===== src/rtl/score_tally.sv =====
// score_tally: song state machine plus score/combo tally fed by dropper hit edges.
// Optional feature: define SCORE_COMBO_BONUS_EN to double per-hit points while combo >= 10.
module score_tally #(
    parameter int N_DROP       = 8,
    parameter int POINTS       = 10,
    parameter int COMBO_WINDOW = 120,
    parameter int SONG_LEN     = 3600,
    parameter int SCORE_MAX    = 9999
) (
    input  logic              frame_clk,
    input  logic              Reset,
    input  logic [7:0]        keycode,
    input  logic [N_DROP-1:0] score_vec,
    output logic [13:0]       score_bin,
    output logic [15:0]       score_bcd,
    output logic [7:0]        combo,
    output logic [7:0]        max_combo,
    output logic [1:0]        game_state,
    output logic              song_done
);
    localparam int FW = $clog2(SONG_LEN);
    localparam int GW = $clog2(COMBO_WINDOW);
    localparam int HW = $clog2(N_DROP + 1);
    typedef enum logic [1:0] {IDLE = 2'd0, PLAY = 2'd1, DONE = 2'd2} state_t;
    state_t            state, state_nxt;
    logic [N_DROP-1:0] prev_vec;
    logic [FW-1:0]     frame_cnt;
    logic [GW-1:0]     gap_cnt;
    logic [HW-1:0]     hits;
    logic              last_frame, gap_expired, counting;
    logic [15:0]       pts, score_sum;
    logic [8:0]        combo_sum;
    logic [7:0]        combo_nxt;

    function automatic logic [15:0] to_bcd(input logic [13:0] b);
        logic [13:0] th, hu, te, on;
        th = b / 14'd1000;
        hu = (b / 14'd100) % 14'd10;
        te = (b / 14'd10) % 14'd10;
        on = b % 14'd10;
        return {th[3:0], hu[3:0], te[3:0], on[3:0]};
    endfunction

    assign game_state  = state;
    assign last_frame  = frame_cnt == FW'(SONG_LEN - 1);
    assign gap_expired = gap_cnt == GW'(COMBO_WINDOW - 1);

    // Count rising edges only; bits that stay high are already scored.
    always_comb begin
        hits = '0;
        for (int i = 0; i < N_DROP; i++)
            hits = hits + HW'(score_vec[i] & ~prev_vec[i]);
    end

    // Song state machine; reaching the last frame wins over a same-frame abort.
    always_comb begin
        state_nxt = state;
        case (state)
            IDLE:    state_nxt = (keycode == 8'h2C) ? PLAY : IDLE;
            PLAY:    state_nxt = last_frame ? DONE : (keycode == 8'h01) ? IDLE : PLAY;
            DONE:    state_nxt = (keycode == 8'h01) ? IDLE : DONE;
            default: state_nxt = IDLE;
        endcase
    end

    // Next score and combo for a PLAY frame; sum kept at 16 bits so saturation sees the true total.
    always_comb begin
`ifdef SCORE_COMBO_BONUS_EN
        pts = (combo >= 8'd10) ? 16'(2 * POINTS) : 16'(POINTS);
`else
        pts = 16'(POINTS);
`endif
        score_sum = 16'(score_bin) + 16'(hits) * pts;
        combo_sum = 9'(combo) + 9'(hits);
        combo_nxt = (hits == '0) ? (gap_expired ? 8'd0 : combo)
                                 : (combo_sum > 9'd255 ? 8'd255 : combo_sum[7:0]);
        counting  = (state == PLAY) && (state_nxt != IDLE);
    end

    // State register.
    always_ff @(posedge frame_clk or negedge Reset) begin
        if (!Reset) state <= IDLE;
        else        state <= state_nxt;
    end

    // Tally registers: cleared on song start, updated only on non-aborted PLAY frames.
    always_ff @(posedge frame_clk or negedge Reset) begin
        if (!Reset) begin
            prev_vec  <= '0;
            frame_cnt <= '0;
            gap_cnt   <= '0;
            score_bin <= '0;
            score_bcd <= '0;
            combo     <= '0;
            max_combo <= '0;
            song_done <= 1'b0;
        end else begin
            prev_vec  <= score_vec;
            score_bcd <= to_bcd(score_bin);
            song_done <= (state == PLAY) && (state_nxt == DONE);
            if (state == IDLE && state_nxt == PLAY) begin
                frame_cnt <= '0;
                gap_cnt   <= '0;
                score_bin <= '0;
                combo     <= '0;
                max_combo <= '0;
            end else if (counting) begin
                frame_cnt <= frame_cnt + 1'b1;
                gap_cnt   <= (hits != '0 || gap_expired) ? '0 : gap_cnt + 1'b1;
                if (hits != '0)
                    score_bin <= (score_sum > 16'(SCORE_MAX)) ? 14'(SCORE_MAX) : score_sum[13:0];
                combo     <= combo_nxt;
                max_combo <= (combo_nxt > max_combo) ? combo_nxt : max_combo;
            end
        end
    end
endmodule

===== config.mk =====
export PLATFORM = sky130hd
export DESIGN_NAME = score_tally
export DESIGN_NICKNAME = d
export VERILOG_FILES = /design/src/rtl/score_tally.sv
export SDC_FILE = /design/constraint.sdc
export NUM_CORES = 1
export LEC_CHECK = 0
export ABC_AREA = 1
export CORE_MARGIN = 8
export CORE_UTILIZATION = 50
export CTS_BUF_LIST = sky130_fd_sc_hd__clkbuf_4
export DETAILED_ROUTE_END_ITERATION = 10
export PLACE_DENSITY = 0.82
export SYNTH_ARGS = -nofsm -noshare
export SYNTH_HDL_FRONTEND = slang
export SYNTH_SLANG_ARGS = --single-unit

===== constraint.sdc =====
create_clock -name frame_clk -period 13.4 [get_ports frame_clk]
set_input_delay 1.34 -clock frame_clk [delete_from_list [all_inputs] [get_ports frame_clk]]
set_output_delay 1.34 -clock frame_clk [all_outputs]
set_load 0.02 [all_outputs]

==> impl_summary.txt <==
----------------------------------------------------
[Logic synthesis]
  EDFF count, synth ... 0
  Mapped Area ... 7250 sq um
  Post-synthesis area per instance ... 6.83 sq um
  Share of the yosys chip area belonging to registers ... 0.262
  Number of warnings reported in the yosys synthesis log ... 0
  Synth Instances ... 1061
  Cell variety after synth ... 64
  Share of synthesized flip-flops with an asynchronous set or reset ... 1.00
  Dominant synthesized flop cell ... dfrtp_1
  Post-Syn Nets ... 1122
  Number of synthesized register bits ... 76

[Place]
  Placed Area ... 8060 sq um
  Number of buffers added on ports ... 66
  Post-detail-place hpwl ... 13.1 mm
  Routability cong. ... 0.878

[Worst setup path]
  Data required time at the worst endpoint ... 13.73 ns
  Sort of element at the start of the critical path ... input port
  Critical setup path kind ... input port to register
  Startpoint of the worst-slack reg-to-reg timing path ... prev_vec[0]
  Setup crit start ... score_vec[0]
  Levels on crit path ... 28
  Worst Setup EP ... score_bin[3]
  Data arrival time of the critical path ... 7.48 ns
  Path depth of the worst reg2reg path ... 26
  Crit path max fanout ... 7
  Slowest CP cell ... fa_1
  Crit path buf inv count ... 6
  Terminus of the critical flop-to-flop path ... score_bin[3]
  Longest individual stage delay on the worst path ... 0.54 ns
  Top delay family on crit path ... adder cells
  Register-to-Register Setup Slack ... 7.25 ns
  Type of element capturing the critical path ... register

[Clock network]
  Hold bufs inserted after CTS ... 0
  Cells resized by post-CTS repair ... 0
  Clock-pin slew reported for the worst setup and hold paths after clock tree synthesis ... 0.16 ns
  Clock tree from TritonCTS ... done
  Clk root buf ... clkbuf_4
  Num Clock Sinks ... 76
  Largest buffer count on any clock path ... 2
  Setup Fix Bufs, Post-CTS ... 0
  Clock network latency to the later pin of the worst-skew pair ... 0.48 ns
  H-tree levels ... 3
  Number of buffers created by CTS ... 9

[Timing]
  Worst-margin pin slew ... 0.952 ns
  TNS Setup ... 0 ns
  Slew Viols, Final ... 0
  Final critical-path share of the clock period ... 0.534
  Max Clock Freq ... 140 MHz
  Slew HR ... 0.365
  Number of hold violations in the final report ... 0
  Final setup violation count ... 0
  Fin Hold WS ... 0.507 ns
  Final Critical Period ... 7.15 ns
  Setup repair after global routing missed its margin ... no
  Clk_skew ... 0.0441 ns

[Cells and area]
  Commonest non-fill, non-tap cells in the layout ... nand2_1, inv_1, nand3_1
  Final-stage net count ... 1187
  Most frequent standard cell in the layout excluding fill and tap cells ... nand2_1
  Storage cell area ... 1900 sq um
  Layout overhead on the synthesized area ... 13.3%
  Fill cells ... 1332
  Final core utilization ... 0.571
  Post-layout instance area ... 8210 sq um
  Multi-input logic area ... 4600 sq um
  Fraction of layout instances using a drive strength above 1 ... 0.127

[Die]
  Vertical die dimension ... 136 microns
  Die boundary width ... 136 microns
  Overall die area ... 18600 sq um
  Number of core rows ... 44
  I/O pins ... 67
  Total core area ... 14400 sq um
  Initial standard-cell utilization of the core ... 0.504

[Routing]
  Antenna viol nets, final ... 0
  Routed len/inst ... 12.7 microns
  Via Count ... 6929
  Wirelength, routed ... 16.8 mm
  Via density per instance ... 5.27
  Number of search-and-repair iterations in the first detailed-routing pass ... 5
  Count of routing violations after the opening detailed-route iteration ... 466
  Detailed-route DRC error count ... 0

[Global routing]
  Met1 track demand over resource in global routing ... 0.236
  Number of antenna violations at the first check in global routing ... 1
  Most crowded layer after global routing ... met2
  Pin count of the biggest net entering global routing ... 77
  GR Util met3 ... 0.0307
  Total routing usage reported by global routing ... 0.188
  Global routing met2 resource utilization ... 0.322
  Vias in the first global route ... 6620
  Global-route wire length before repair ... 29.2 mm
  Global route overflow ... 0

[Job]
  Max-cap check violation count ... 0

[Hold path]
  Path type of the worst min-delay path ... register to register

[Status]
  Status ... complete, no violations

----------------------------------------------------
==> logic make-up (layout without fill, tap and decap cells) <==
kind of cell / after synthesis / in the layout / synth area share
buffers and inverters: 186 / 256 / 0.103
multiplexers: 1 / 1 / 0.00138
adder cells (fa/ha/maj): 43 / 43 / 0.0815
flip-flops: 76 / 76 / 0.262
AO/OA/AOI/OAI: 144 / 144 / 0.121
AND/OR/NAND/NOR: 577 / 577 / 0.388
XOR/XNOR: 34 / 34 / 0.0432
other: 0 / 1 / 0
==> routing by layer <==
layer,up-vias,routed length [microns]
met4,0,262
met2,173,7930
met1,3151,7650
li1,3582,-
met5,-,0
met3,23,921
==> area by class of cell <==
cell class	count	share of cell area
clock inverter	6	0.00869
tap	184	0.0280
multi-input combinational	799	0.561
sequential	76	0.232
antenna	1	0.000305
clock buffer	10	0.00915
timing repair buffer	69	0.0829
inverter	171	0.0785
==> Yosys cell counts, types with 9 or more instances <==
library cell	instances	area, sq um
ha_1	36	450
inv_2	23	86.3
xor2_1	23	201
a21oi_1	38	190
nand2_2	38	238
nand4_1	16	100
nor3_1	16	80.1
nand2_1	272	1020
o21ai_0	51	255
nand3_1	103	515
nor2_2	15	93.8
nand3_2	11	110
nor2_1	66	248
nand2_4	9	101
xnor2_1	9	78.8
o22ai_1	11	68.8
inv_1	145	544
o21ai_1	9	45.0
dfrtp_1	76	1900
==> worst min path at each step <==
stage | start | end | cells after the start
2_1_floorplan | gap_cnt[0] | gap_cnt[0] | 1
4_1_cts | gap_cnt[5] | gap_cnt[6] | 2
6_report | gap_cnt[5] | gap_cnt[6] | 2
3_3_place_gp | score_bin[0] | score_bcd[0] | 0
5_1_grt | score_bin[0] | score_bcd[0] | 0
3_5_place_dp | score_bin[0] | score_bcd[0] | 0
==> registers in the layout, summed over array words and instances, names as in the netlist <==
| signal | count |
|---|---|
| combo | 8 |
| frame_cnt | 12 |
| game_state | 2 |
| gap_cnt | 7 |
| max_combo | 8 |
| prev_vec | 8 |
| score_bcd | 16 |
| score_bin | 14 |
| song_done | 1 |
==> tightest hold or removal path: stages (launching register included) <==
cell       delay, ns
dfrtp_1         0.40
nand2_1         0.06
a2bb2oi_1       0.06
==> through the flow <==
step | cells | setup WS [ns]
2_1_floorplan | 1061 | 6.74
3_3_place_gp | 1299 | 6.05
3_5_place_dp | 1299 | 5.83
4_1_cts | 1315 | 6.35
5_1_grt | 1316 | 5.89
6_report | 1316 | 6.25
Power is left out: the tool's default activity adds up to more than one toggle a clock period on the data nets, which glitch-free logic cannot reach.
